### src/rtl/rob.sv
// rob: in-order reorder buffer with dual allocate (INT older than LS),
// dual completion and up to two in-order retirements per cycle.
module rob #(
  parameter int DEPTH = 16,
  parameter int TAG_W = 4
) (
  input  logic             clk,
  input  logic             res_n,
  input  logic             valid_int_rat2rob,
  input  logic [5:0]       freeMeUp_int_rat2rob,
  input  logic             valid_ls_rat2rob,
  input  logic [5:0]       freeMeUp_ls_rat2rob,
  input  logic             done_int_ex2rob,
  input  logic [TAG_W-1:0] tag_int_ex2rob,
  input  logic             done_ls_ex2rob,
  input  logic [TAG_W-1:0] tag_ls_ex2rob,
  output logic [TAG_W-1:0] tag_int_rob2rs,
  output logic [TAG_W-1:0] tag_ls_rob2rs,
  output logic             full_rob2id,
  output logic [5:0]       freeMeUp_0_rob2rat,
  output logic [5:0]       freeMeUp_1_rob2rat
);
  logic [TAG_W-1:0] head, tail, head1;
  logic [TAG_W:0]   count;
  logic [DEPTH-1:0] valid, done, done_set, clr, wr_int, wr_ls;
  logic [5:0]       old_reg [DEPTH];
  logic             alloc_int, alloc_ls, ret0, ret1;
  assign full_rob2id    = count > (TAG_W+1)'(DEPTH - 2);
  assign alloc_int      = valid_int_rat2rob & ~full_rob2id;
  assign alloc_ls       = valid_ls_rat2rob & ~full_rob2id;
  assign tag_int_rob2rs = tail;
  assign tag_ls_rob2rs  = tail + TAG_W'(valid_int_rat2rob);
  assign head1          = head + 1'b1;
  // retirement only sees done flags already registered, so completion costs one edge
  assign ret0     = valid[head] & done[head];
  assign ret1     = ret0 & valid[head1] & done[head1];
  assign done_set = ((DEPTH'(done_int_ex2rob) << tag_int_ex2rob) |
                     (DEPTH'(done_ls_ex2rob) << tag_ls_ex2rob)) & valid;
  assign clr      = (DEPTH'(ret0) << head) | (DEPTH'(ret1) << head1);
  assign wr_int   = DEPTH'(alloc_int) << tag_int_rob2rs;
  assign wr_ls    = DEPTH'(alloc_ls) << tag_ls_rob2rs;
  always_ff @(posedge clk) begin
    if (!res_n) begin
      head               <= '0;
      tail               <= '0;
      count              <= '0;
      valid              <= '0;
      done               <= '0;
      freeMeUp_0_rob2rat <= '0;
      freeMeUp_1_rob2rat <= '0;
    end else begin
      head               <= head + TAG_W'(ret0) + TAG_W'(ret1);
      tail               <= tail + TAG_W'(alloc_int) + TAG_W'(alloc_ls);
      count              <= count + (TAG_W+1)'(alloc_int) + (TAG_W+1)'(alloc_ls)
                                  - (TAG_W+1)'(ret0) - (TAG_W+1)'(ret1);
      valid              <= (valid & ~clr) | wr_int | wr_ls;
      done               <= (done | done_set) & ~clr & ~(wr_int | wr_ls);
      freeMeUp_0_rob2rat <= ret0 ? old_reg[head] : '0;
      freeMeUp_1_rob2rat <= ret1 ? old_reg[head1] : '0;
    end
  end
  always_ff @(posedge clk) begin
    for (int i = 0; i < DEPTH; i++)
      if (wr_int[i]) old_reg[i] <= freeMeUp_int_rat2rob;
      else if (wr_ls[i]) old_reg[i] <= freeMeUp_ls_rat2rob;
  end
endmodule

### config.mk
export PLATFORM = sky130hd
export DESIGN_NAME = rob
export DESIGN_NICKNAME = d
export VERILOG_FILES = /design/src/rtl/rob.sv
export SDC_FILE = /design/constraint.sdc
export NUM_CORES = 1
export LEC_CHECK = 0
export CORE_MARGIN = 4
export CORE_UTILIZATION = 50
export DETAILED_ROUTE_END_ITERATION = 6
export PLACE_DENSITY = 0.71
export SLEW_MARGIN = 20
export SYNTH_ARGS = -nofsm -noshare
export SYNTH_HDL_FRONTEND = slang
export SYNTH_SLANG_ARGS = --single-unit
### constraint.sdc
create_clock -name clk -period 4.5 [get_ports clk]
set_input_delay 0.675 -clock clk [delete_from_list [all_inputs] [get_ports clk]]
set_output_delay 0.675 -clock clk [all_outputs]
set_load 0.02 [all_outputs]
# Word-level counts from Yosys, hierarchy flattened
# Memories as Yosys holds them, arrays and structs flattened. A register that Yosys moved wholly into a read port is not among the register bits.
# Cells that the tools add are included.
[classes]
n_shift = 6
n_reduce_logical = 4
n_bitwise = 34
addsub = 10
order_cmp = 3
mux = 104
[ops]
columns = ["op", "count"]
rows = [
  ["2-to-1 mux 6 bit", 16],
  ["OR 16 bit", 6],
  ["left shift 1 x 4 -> 16 bit", 6],
  ["2-to-1 mux 1 bit", 84],
  ["AND 16 bit", 4],
  ["inverter 16 bit", 2],
  ["adder 4 x 1 -> 4 bit", 5],
  ["binary-select mux 1 bit (select 4 bit)", 4],
  ["OR 1 bit", 16],
  ["adder 5 x 1 -> 5 bit", 2],
  ["less-than comparator 4 x 5 -> 1 bit, second input constant", 2],
  ["subtractor 5 x 1 -> 5 bit", 2],
  ["AND 1 bit", 5],
  ["> comparator 5 x 4 -> 1 bit, second input constant", 1],
  ["adder 4 x 1 -> 4 bit, second input constant", 1],
  ["AND reduction 2 bit", 2],
  ["zero test 1 bit", 2],
  ["inverter 1 bit", 1],
]
[word_totals]
mem_count = 1
register_bits = 45
out_inout_bits = 21
ram_bits = 96
[memory_table]
columns = ["name", "words", "word_bits", "read_ports", "rd_clocked_by_memory_dff", "wr", "line", "source"]
rows = [
  ["old_reg", 16, 6, 2, 2, 16, "26", "logic [5:0] old_reg [DEPTH];"],
]

# Depth between registers and ports, before layout
# Gate-level depths: netlist of the first run.
[logic_depth]
ltp_word = 11
depth_mapped = 16
mapped_depth_nobuf = 15

# Worst setup path after synthesis of the first run
# OpenSTA, ideal clock, no wires.
[synth_path]
path_kind = "register -> register"
from = "register head[0]"
to = "register count[3]"
stages_incl_launch_ff = 16
arrival_time_ns = 3.542
setup_time_ns = 0.128
t_required_ns = 4.372
path_slack_ns = 0.830
cell_sequence = "dfxtp_1 > ha_1 > xnor2_2 > mux4_1 > a32oi_1 > o21ai_2 > nor2b_1 > ha_1 > inv_1 > fa_1 > inv_1 > ha_1 > inv_1 > fa_1 > xor2_1 > nor2_1"
[synth_between]
elab_chain_cells = 6
elab_cells_between_ends = 14
classes_between = "add/sub (3); mux (8); bitwise (3)"
[synth_lines]
columns = ["item", "line", "source"]
rows = [
  ["start: declaration", "23", "logic [TAG_W-1:0] head, tail, head1;"],
  ["start signal: assignment", "52", "head <= head + TAG_W'(ret0) + TAG_W'(ret1);"],
  ["adder 4 x 1 -> 4 bit or binary-select mux 1 bit (select 4 bit) (tied branches)", "33, 35", ""],
  ["binary-select mux 1 bit (select 4 bit) or 2-to-1 mux 1 bit (tied branches)", "36, 35", ""],
  ["2-to-1 mux 1 bit (not written as such) or AND 1 bit (tied branches)", "36, 35", ""],
  ["AND 1 bit (2 in series)", "36", "assign ret1 = ret0 & valid[head1] & done[head1];"],
  ["subtractor 5 x 1 -> 5 bit *", "55", "- (TAG_W+1)'(ret0) - (TAG_W+1)'(ret1);"],
  ["end signal: assignment", "54", "count <= count + (TAG_W+1)'(alloc_int) + (TAG_W+1)'(alloc_ls)"],
  ["end: declaration", "24", "logic [TAG_W:0] count;"],
]
# Every way passes the cells marked *; elsewhere a longest branch is shown, timed or not. The select of a mux whose other input is x is not followed.
# A chain may end at the register's enable or synchronous reset.

# Final worst setup path of the first run
# Same ends and word-level chain as after synthesis.

==> flow_metrics.env, run 1 <==
export IMPL_final_period_minus_worst_setup_slack_ns=3.999
export IMPL_floorplan_rows=49
export IMPL_tritoncts="built"
export IMPL_root_buffer_cell="sky130_fd_sc_hd__clkbuf_16"
export IMPL_vias_in_the_first_global_route=6883
export IMPL_timing_rr_end="count[3]"
export IMPL_switching_share=0.3148
export IMPL_cts_sinks=153
export IMPL_synth_async_sr_flop_share=0
export IMPL_largest_net_degree_at_the_start_of_global_routing=56
export IMPL_netSwitchingPower_w=0.001295
export IMPL_post_route_worst_setup_slack_ns=0.5014
export IMPL_route_detailed_vias_per_inst=6.969
export IMPL_unrepaired_setup_endpoints_after_global_routing="no"
export IMPL_r2r_setup_slack_ns=0.50
export IMPL_post_synth_cell_area_avg_sq_um=12.60
export IMPL_layout_filler_cells=1412
export IMPL_setup_violations_final=0
export IMPL_clk_pin_slew_ns=0.07
export IMPL_synth_fp_nets=791
export IMPL_ys_flop_type="sky130_fd_sc_hd__edfxtp_1"
export IMPL_grt_overflow=0
export IMPL_dr_first_iter_drc_count=921
export IMPL_cts_made_buffers=17
export IMPL_p_seq_frac=0.427
export IMPL_clk_path_buf_depth=2
export IMPL_postSynthRegisterBits=153
export IMPL_die_area_sq_mm=0.02109
export IMPL_drive_above_1_share=0.3137
export IMPL_worst_pin_slew_ns=0.8590
export IMPL_track_usage=0.2526
export IMPL_critical_path_max_stage_delay_ns=0.60
export IMPL_timing_hold_violations_final=0
export IMPL_sequential_area_share_after_synthesis=0.4274
export IMPL_power_report_internal_total_w=0.002818
export IMPL_timing_critical_path_from="head[0]"
export IMPL_cp_common_cell="sky130_fd_sc_hd__inv_1"
export IMPL_synth_cell_area_sq_mm=0.009414
export IMPL_synthesis_yosys_warnings=0
export IMPL_globalplace_congestion=0.9420
export IMPL_final_max_slew_viol_count=0
export IMPL_port_buffer_count=46
export IMPL_ctsResizeCount=0
export IMPL_fmax_mhz=250.1
export IMPL_powerDensity_mw_per_mm2=384.5
export IMPL_netlist_cell_type_count=72
export IMPL_insertion_delay_of_the_later_clocked_pin_in_the_worst_skew_pair_ns=0.44
export IMPL_clock_power_share=0.341
export IMPL_worstSetupPathType="flip-flop to flip-flop"
export IMPL_largest_register_ff_count=96
export IMPL_route_detailed_drc=0
export IMPL_crit_path_end_kind="flip-flop"
export IMPL_worstPathMaxFanout=9
export IMPL_relSlewSlack=0.4273
export IMPL_hold_bufs_at_cts=0
export IMPL_peakVddDrop_uv=318.4
export IMPL_data_arrival_critical_path_ns=4.30
export IMPL_post_cts_setup_buffer_count=0
export IMPL_critical_path_required_ns=4.80
export IMPL_worstRegToRegCells=15
export IMPL_combinationalPowerShare=0.232
export IMPL_rr_startpoint="head[0]"
export IMPL_vias=7150
export IMPL_dr_wl_cell_um=25.89
export IMPL_drt_pass1_iterations=5
export IMPL_ioPinCount=47
export IMPL_finalNetCount=828
export IMPL_coreArea_sq_mm=0.01821
export IMPL_antenna_diode_count=0
export IMPL_count_of_mapped_cells_out_of_synthesis=747
export IMPL_critPathCapture="count[3]"
export IMPL_critPathSlowestCell="sky130_fd_sc_hd__mux4_1"
export IMPL_fin_worst_skew_ns=0.01110
export IMPL_grt_first_pass_wirelength_um=41500
export IMPL_dp_slack_ns=0.5021
export IMPL_final_instance_count_excl_fillers=1026
export IMPL_final_routed_wirelength_across_all_metal_layers_um=26570
export IMPL_synth_enable_flop_cells=96
export IMPL_antenna_found_initial=0
export IMPL_die_y_um=145.2
export IMPL_timing_hold_worst_class="flip-flop to flip-flop"
export IMPL_report_power_total_w=0.004113
export IMPL_antenna_viol_nets_final=0
export IMPL_worstPathCellList="ha_2 > xnor2_2 > mux4_1 > a32oi_1 > o21ai_2 > nor2b_1 > ha_1 > inv_1 > fa_1 > inv_1 > ha_1 > inv_1 > fa_1 > xor2_1 > nor2_1"
export IMPL_most_common_layout_cells="101 x sky130_fd_sc_hd__mux2_2, 96 x sky130_fd_sc_hd__edfxtp_1, 64 x sky130_fd_sc_hd__mux4_2"
export IMPL_die_w_um=145.2
export IMPL_cts_htree_levels=4
export IMPL_most_common_cell_after_layout_fill_and_taps_aside="sky130_fd_sc_hd__mux2_2"
export IMPL_max_cap_violations=0
export IMPL_area_grow_syn2layout_pct=13.62
export IMPL_startpoint_type="flip-flop"
export IMPL_floorplan_initialDensity=0.5170
export IMPL_power_static_leakage_nw=3.488
export IMPL_place_hpwl_um=18910
export IMPL_fin_setup_tns_ns=0
export IMPL_final_min_period_over_clock_period=0.8886
export IMPL_status="finished clean"
export IMPL_dp_cells=994
==> power groups by stage <==
| stage | Sequential (W) | Clock [W] | Combinational, W |
|---|---|---|---|
| 2_1_floorplan | 0.00174 | 0 | 0.000649 |
| 3_3_place_gp | 0.00177 | 0 | 0.000911 |
| 3_5_place_dp | 0.00178 | 0 | 0.000937 |
| 4_1_cts | 0.00175 | 0.00141 | 0.000944 |
| 5_1_grt | 0.00177 | 0.00147 | 0.00102 |
| 6_report | 0.00175 | 0.00140 | 0.000956 |
==> how the worst min path moves through the flow <==
stage               startpoint   endpoint  slack (ns)  depth (start not counted)
floorplan            valid[15]  valid[15]        0.44                          2
global placement     valid[15]  valid[15]        0.45                          2
detailed placement   valid[15]  valid[15]        0.47                          2
CTS                   valid[6]   valid[6]        0.48                          2
global route         valid[15]  valid[15]        0.50                          2
finish                valid[6]   valid[6]        0.48                          2
==> per-stage QoR <==
| step | hold WS [ns] | cell area [sq um] | utilization |
|---|---|---|---|
| final | 0.4792 | 10700 | 0.5874 |
| after global routing | 0.4952 | 10700 | 0.5874 |
| after CTS | 0.4834 | 10700 | 0.5874 |
| after detailed placement | 0.4738 | 10110 | 0.5554 |
| after global placement | 0.4463 | 10110 | 0.5554 |
| after floorplan | 0.4366 | 9414 | - |
==> per-layer routing <==
metal | global-route usage | vias to the layer above | share of wire
met1 | 0.3553 | 3648 | 0.40
met3 | 0.05114 | 52 | 0.097
met5 | 0 | - | 0
met2 | 0.3999 | 415 | 0.48
met4 | 0.07502 | 0 | 0.020
li1 | - | 3035 | -
==> worst max-delay path: cells and delay by family (launching register included) <==
kind,cells,cell delay (ns)
xor gates and xnor gates,2,0.51
and+or+nand+nor,2,0.29
muxes,1,0.60
AOI/OAI and AO/OA,2,0.47
DFF,1,0.36
adders and majority gates,5,1.46
buffers and inverters,3,0.18
==> area by class of cell <==
| class | instances | area [sq um] | share of cell area |
|---|---|---|---|
| multi-input cells | 519 | 5079 | 0.4748 |
| clock inverters | 15 | 157.7 | 0.01474 |
| inverters | 24 | 90.09 | 0.008422 |
| well taps | 229 | 286.5 | 0.02679 |
| clock buffers | 17 | 425.4 | 0.03977 |
| repair buffers | 69 | 633.1 | 0.05919 |
| flip-flops and latches | 153 | 4025 | 0.3763 |
==> synthesized netlist by cell type, types with 9 or more instances <==
| library cell | number | area [sq um] |
|---|---|---|
| sky130_fd_sc_hd__edfxtp_1 | 96 | 2883 |
| sky130_fd_sc_hd__buf_2 | 17 | 85.08 |
| sky130_fd_sc_hd__a21oi_1 | 23 | 115.1 |
| sky130_fd_sc_hd__a211oi_1 | 9 | 67.56 |
| sky130_fd_sc_hd__nand2_1 | 47 | 176.4 |
| sky130_fd_sc_hd__clkbuf_1 | 26 | 97.59 |
| sky130_fd_sc_hd__inv_1 | 21 | 78.83 |
| sky130_fd_sc_hd__nand3_1 | 18 | 90.09 |
| sky130_fd_sc_hd__nand2b_1 | 10 | 62.56 |
| sky130_fd_sc_hd__mux2i_1 | 12 | 120.1 |
| sky130_fd_sc_hd__nor2b_1 | 12 | 75.07 |
| sky130_fd_sc_hd__ha_1 | 14 | 175.2 |
| sky130_fd_sc_hd__dfxtp_1 | 57 | 1141 |
| sky130_fd_sc_hd__o21ai_0 | 12 | 60.06 |
| sky130_fd_sc_hd__and2_1 | 10 | 62.56 |
| sky130_fd_sc_hd__nor2_1 | 23 | 86.33 |
| sky130_fd_sc_hd__o22ai_1 | 19 | 118.9 |
| sky130_fd_sc_hd__mux2_2 | 101 | 1137 |
| sky130_fd_sc_hd__mux4_2 | 64 | 1441 |
==> cells by family (layout without fill, tap and decap cells) <==
family | Yosys count | after routing | synth area share
and+or+nand+nor | 181 | 181 | 0.1087
muxes | 179 | 179 | 0.2923
DFF | 153 | 153 | 0.4274
AOI/OAI and AO/OA | 131 | 131 | 0.09942
buffers and inverters | 75 | 125 | 0.03336
adders and majority gates | 18 | 18 | 0.02711
xor gates and xnor gates | 10 | 10 | 0.01170
No activity file was read; power rests on OpenSTA's default activity.
==> run 2: changes to the inputs <==
- ABC_AREA: default -> 0
- CORE_ASPECT_RATIO: default -> 1.75
- SETUP_SLACK_MARGIN: default -> 0.02
==> flow_metrics.env, run 2 (same netlist as run 1, synthesis figures left out) <==
export IMPL_cts_made_buffers=17
export IMPL_crit_path_end_kind="flip-flop"
export IMPL_root_buffer_cell="sky130_fd_sc_hd__clkbuf_16"
export IMPL_timing_rr_end="count[3]"
export IMPL_power_static_leakage_nw=3.504
export IMPL_place_hpwl_um=20340
export IMPL_die_y_um=189.5
export IMPL_largest_net_degree_at_the_start_of_global_routing=38
export IMPL_cts_htree_levels=4
export IMPL_drive_above_1_share=0.3112
export IMPL_drt_pass1_iterations=5
export IMPL_fin_setup_tns_ns=0
export IMPL_clk_pin_slew_ns=0.06
export IMPL_fin_worst_skew_ns=0.004389
export IMPL_dr_wl_cell_um=26.43
export IMPL_unrepaired_setup_endpoints_after_global_routing="no"
export IMPL_route_detailed_drc=0
export IMPL_worstSetupPathType="flip-flop to flip-flop"
export IMPL_r2r_setup_slack_ns=0.42
export IMPL_die_w_um=111.7
export IMPL_vias_in_the_first_global_route=7142
export IMPL_powerDensity_mw_per_mm2=390.6
export IMPL_startpoint_type="flip-flop"
export IMPL_insertion_delay_of_the_later_clocked_pin_in_the_worst_skew_pair_ns=0.44
export IMPL_vias=6969
export IMPL_peakVddDrop_uv=265.4
export IMPL_floorplan_rows=66
export IMPL_final_min_period_over_clock_period=0.9075
export IMPL_critPathCapture="count[3]"
export IMPL_antenna_found_initial=0
export IMPL_worstRegToRegCells=15
export IMPL_antenna_viol_nets_final=0
export IMPL_worst_pin_slew_ns=0.8608
export IMPL_ctsResizeCount=0
export IMPL_fmax_mhz=244.9
export IMPL_relSlewSlack=0.4253
export IMPL_most_common_cell_after_layout_fill_and_taps_aside="sky130_fd_sc_hd__mux2_2"
export IMPL_grt_first_pass_wirelength_um=42280
export IMPL_most_common_layout_cells="101 x sky130_fd_sc_hd__mux2_2, 96 x sky130_fd_sc_hd__edfxtp_1, 64 x sky130_fd_sc_hd__mux4_2"
export IMPL_max_cap_violations=0
export IMPL_hold_bufs_at_cts=0
export IMPL_layout_filler_cells=1520
export IMPL_ioPinCount=47
export IMPL_coreArea_sq_mm=0.01858
export IMPL_grt_overflow=0
export IMPL_track_usage=0.2635
export IMPL_critical_path_required_ns=4.80
export IMPL_die_area_sq_mm=0.02117
export IMPL_route_detailed_vias_per_inst=6.733
export IMPL_largest_register_ff_count=96
export IMPL_final_period_minus_worst_setup_slack_ns=4.084
export IMPL_rr_startpoint="head[0]"
export IMPL_port_buffer_count=46
export IMPL_status="finished clean"
export IMPL_timing_hold_violations_final=0
export IMPL_data_arrival_critical_path_ns=4.39
export IMPL_antenna_diode_count=0
export IMPL_clk_path_buf_depth=2
export IMPL_ff_latch_area_sq_mm=0.004025
export IMPL_area_occupied_by_multi_input_gates_sq_mm=0.005079
export IMPL_report_power_total_w=0.004190
export IMPL_timing_hold_worst_class="flip-flop to flip-flop"
export IMPL_post_cts_setup_buffer_count=0
export IMPL_final_max_slew_viol_count=0
export IMPL_dr_first_iter_drc_count=590
export IMPL_finalNetCount=829
export IMPL_floorplan_initialDensity=0.5067
export IMPL_tritoncts="built"
export IMPL_area_grow_syn2layout_pct=13.96
export IMPL_globalplace_congestion=0.8883
export IMPL_final_routed_wirelength_across_all_metal_layers_um=27350
export IMPL_setup_violations_final=0
export IMPL_worstPathMaxFanout=9
export IMPL_timing_critical_path_from="head[0]"
export IMPL_cts_sinks=153
## run 2: cell count changes in the layout (fill, tap and decap cells not counted)
cell and change:
sky130_fd_sc_hd__clkinv_8 -4, sky130_fd_sc_hd__clkinv_1 +1, sky130_fd_sc_hd__bufinv_16 +3, sky130_fd_sc_hd__inv_8 -1, sky130_fd_sc_hd__clkbuf_1 +1, sky130_fd_sc_hd__clkinv_4 -1
sky130_fd_sc_hd__buf_4 +1
## run 2: worst min-delay path by stage
stage | startpoint | endpoint | slack, ns | cells after the start
6_report | valid[6] | valid[6] | 0.46 | 2
5_1_grt | valid[6] | valid[6] | 0.48 | 2
4_1_cts | valid[6] | valid[6] | 0.47 | 2
3_5_place_dp | valid[15] | valid[15] | 0.45 | 2
3_3_place_gp | valid[15] | valid[15] | 0.45 | 2
2_1_floorplan | valid[15] | valid[15] | 0.44 | 2
## run 2: where the power goes
| part | leakage [nW] | switching [W] | internal (W) |
|---|---|---|---|
| sequential | 1.33 | 0.000109 | 0.00164 |
| combinational | 1.88 | 0.000519 | 0.000434 |
| clock | 0.293 | 0.000606 | 0.000877 |
## run 2: per-layer routing
| metal | share of wire | track usage |
|---|---|---|
| met3 | 0.052 | 0.04477 |
| met4 | 0.059 | 0.1415 |
| met1 | 0.35 | 0.2931 |
| met5 | 0 | 0 |
| met2 | 0.54 | 0.4750 |
## run 2: layout make-up
class                           count  share of cell area
Multi-Input combinational cell    519              0.4734
Timing Repair Buffer               70             0.05972
Clock buffer                       18             0.04000
Inverter                           24            0.008397
Sequential cell                   153              0.3752
Tap cell                          238             0.02776
Clock inverter                     13             0.01551
## run 2: worst max-delay path, stage by stage, from the launching register on
cell	delay, ns
sky130_fd_sc_hd__dfxtp_2	0.33
sky130_fd_sc_hd__ha_2	0.22
sky130_fd_sc_hd__xnor2_2	0.47
sky130_fd_sc_hd__mux4_1	0.64
sky130_fd_sc_hd__a32oi_1	0.22
sky130_fd_sc_hd__o21ai_2	0.21
sky130_fd_sc_hd__nor2b_1	0.23
sky130_fd_sc_hd__ha_1	0.28
sky130_fd_sc_hd__inv_1	0.05
sky130_fd_sc_hd__fa_1	0.40
sky130_fd_sc_hd__inv_1	0.07
sky130_fd_sc_hd__ha_1	0.16
sky130_fd_sc_hd__inv_1	0.06
sky130_fd_sc_hd__fa_1	0.41
sky130_fd_sc_hd__xor2_1	0.15
sky130_fd_sc_hd__nor2_1	0.06
## run 2: through the flow
| step | setup WS (ns) | area (sq um) | instances | utilization | hold WS, ns |
|---|---|---|---|---|---|
| 4_1_cts | 0.3886 | 10730 | 1035 | 0.5774 | 0.4652 |
| 6_report | 0.4165 | 10730 | 1035 | 0.5774 | 0.4647 |
| 3_5_place_dp | 0.4213 | 10130 | 1004 | 0.5453 | 0.4492 |
| 3_3_place_gp | 0.5323 | 10130 | 1004 | 0.5453 | 0.4484 |
| 2_1_floorplan | 0.8303 | 9414 | 747 | - | 0.4366 |
| 5_1_grt | 0.2385 | 10730 | 1035 | 0.5774 | 0.4834 |
==> run 3: changes to the inputs <==
- clock period: 4.5 -> 3.95 ns (I/O delays scaled with it)
==> flow_metrics.env, run 3 (same netlist as run 1, synthesis figures left out) <==
export IMPL_vias=6945
export IMPL_unrepaired_setup_endpoints_after_global_routing="no"
export IMPL_track_usage=0.2616
export IMPL_grt_first_pass_wirelength_um=41900
export IMPL_antenna_viol_nets_final=0
export IMPL_port_buffer_count=46
export IMPL_report_power_total_w=0.004715
export IMPL_die_area_sq_mm=0.02117
export IMPL_drt_pass1_iterations=5
export IMPL_data_arrival_critical_path_ns=3.97
export IMPL_antenna_found_initial=0
export IMPL_startpoint_type="flip-flop"
export IMPL_cts_sinks=153
export IMPL_final_period_minus_worst_setup_slack_ns=3.668
export IMPL_power_static_leakage_nw=3.581
export IMPL_drive_above_1_share=0.3301
export IMPL_dr_first_iter_drc_count=522
export IMPL_finalNetCount=846
export IMPL_worstSetupPathType="flip-flop to flip-flop"
export IMPL_grt_overflow=0
export IMPL_largest_net_degree_at_the_start_of_global_routing=43
export IMPL_fin_worst_skew_ns=0.006662
export IMPL_cts_made_buffers=17
export IMPL_critical_path_required_ns=4.25
export IMPL_timing_hold_violations_final=0
export IMPL_worst_pin_slew_ns=0.8397
export IMPL_insertion_delay_of_the_later_clocked_pin_in_the_worst_skew_pair_ns=0.43
export IMPL_place_hpwl_um=20440
export IMPL_route_detailed_drc=0
export IMPL_root_buffer_cell="sky130_fd_sc_hd__clkbuf_16"
export IMPL_fmax_mhz=272.7
export IMPL_post_cts_setup_buffer_count=0
export IMPL_largest_register_ff_count=96
export IMPL_most_common_cell_after_layout_fill_and_taps_aside="sky130_fd_sc_hd__mux2_2"
export IMPL_setup_violations_final=0
export IMPL_clk_pin_slew_ns=0.07
export IMPL_ioPinCount=47
export IMPL_timing_hold_worst_class="flip-flop to flip-flop"
export IMPL_floorplan_initialDensity=0.5067
export IMPL_powerDensity_mw_per_mm2=434.5
export IMPL_route_detailed_vias_per_inst=6.595
export IMPL_vias_in_the_first_global_route=7155
export IMPL_status="finished clean"
export IMPL_final_max_slew_viol_count=0
export IMPL_floorplan_rows=66
export IMPL_clk_path_buf_depth=2
export IMPL_peakVddDrop_uv=274.2
export IMPL_most_common_layout_cells="101 x sky130_fd_sc_hd__mux2_2, 96 x sky130_fd_sc_hd__edfxtp_1, 64 x sky130_fd_sc_hd__mux4_2"
export IMPL_relSlewSlack=0.4354
export IMPL_worstPathMaxFanout=30
export IMPL_final_min_period_over_clock_period=0.9285
export IMPL_die_w_um=111.7
export IMPL_coreArea_sq_mm=0.01858
export IMPL_dr_wl_cell_um=25.94
export IMPL_cts_htree_levels=4
export IMPL_fin_setup_tns_ns=0
export IMPL_tritoncts="built"
export IMPL_die_y_um=189.5
export IMPL_globalplace_congestion=0.9140
export IMPL_final_routed_wirelength_across_all_metal_layers_um=27310
export IMPL_crit_path_end_kind="flip-flop"
export IMPL_area_grow_syn2layout_pct=15.28
export IMPL_antenna_diode_count=0
export IMPL_max_cap_violations=0
run 3: worst max-delay path: stages, from the launching register on:
cell	delay, ns
sky130_fd_sc_hd__dfxtp_1	0.34
sky130_fd_sc_hd__buf_4	0.18
sky130_fd_sc_hd__buf_4	0.42
sky130_fd_sc_hd__nand3_2	0.25
sky130_fd_sc_hd__xnor2_2	0.23
sky130_fd_sc_hd__a32oi_1	0.27
sky130_fd_sc_hd__o21ai_2	0.11
sky130_fd_sc_hd__nor2b_1	0.17
sky130_fd_sc_hd__ha_1	0.22
sky130_fd_sc_hd__nor2_1	0.22
sky130_fd_sc_hd__ha_1	0.23
sky130_fd_sc_hd__inv_1	0.06
sky130_fd_sc_hd__ha_1	0.27
sky130_fd_sc_hd__a21o_1	0.17
sky130_fd_sc_hd__a21oi_1	0.17
sky130_fd_sc_hd__xor2_1	0.16
sky130_fd_sc_hd__nor2_1	0.05
run 3: what timing repair did:
item / CTS / global route
hold endpoints to repair: 0 / 0
hold buffers: 0 / 0
setup endpoints to repair: 0 / 1
resized for setup: 0 / 1
run 3: metrics by stage:
step | hold WS [ns] | instances | util | area, sq um | worst slack (ns)
global route | 0.4872 | 1053 | 0.5841 | 10850 | 0.04736
global placement | 0.4435 | 1021 | 0.5522 | 10260 | 0.2326
CTS | 0.4636 | 1053 | 0.5835 | 10840 | 0.1797
floorplan | 0.4366 | 747 | - | 9414 | 0.2803
finish | 0.4629 | 1053 | 0.5841 | 10850 | 0.2825
detailed placement | 0.4538 | 1021 | 0.5522 | 10260 | 0.1904
run 3: cell type report:
| type | instances | area (sq um) |
|---|---|---|
| Timing Repair Buffer | 87 | 768.2 |
| Sequential cell | 153 | 4025 |
| Inverter | 24 | 90.09 |
| Tap cell | 238 | 297.8 |
| Clock buffer | 20 | 478.0 |
| Fill cell | 1513 | 7727 |
| Clock inverter | 12 | 103.9 |
| Multi-Input combinational cell | 519 | 5090 |
run 3: worst paths after layout:
check	startpoint	to	slack (ns)	cells past startpoint
min	valid[15]	valid[15]	0.46	2
max	head[1]	count[4]	0.28	16
min reg2reg	valid[15]	valid[15]	0.46	2
max reg2reg	head[1]	count[4]	0.28	16
run 3: report_power, final:
| group | leakage [nW] | total (W) | switching [W] | internal (W) |
|---|---|---|---|---|
| registers | 1.33 | 0.00198 | 0.000106 | 0.00187 |
| logic | 1.96 | 0.00113 | 0.000617 | 0.000516 |
| clock network | 0.290 | 0.00160 | 0.000708 | 0.000894 |
run 3: layer usage:
| layer | vias to the layer above | global-route usage | wire [um] |
|---|---|---|---|
| li1 | 3061 | - | - |
| met1 | 3528 | 0.2930 | 9742 |
| met2 | 276 | 0.4700 | 14710 |
| met3 | 80 | 0.04573 | 1441 |
| met4 | 0 | 0.1377 | 1420 |
| met5 | - | 0 | 0 |
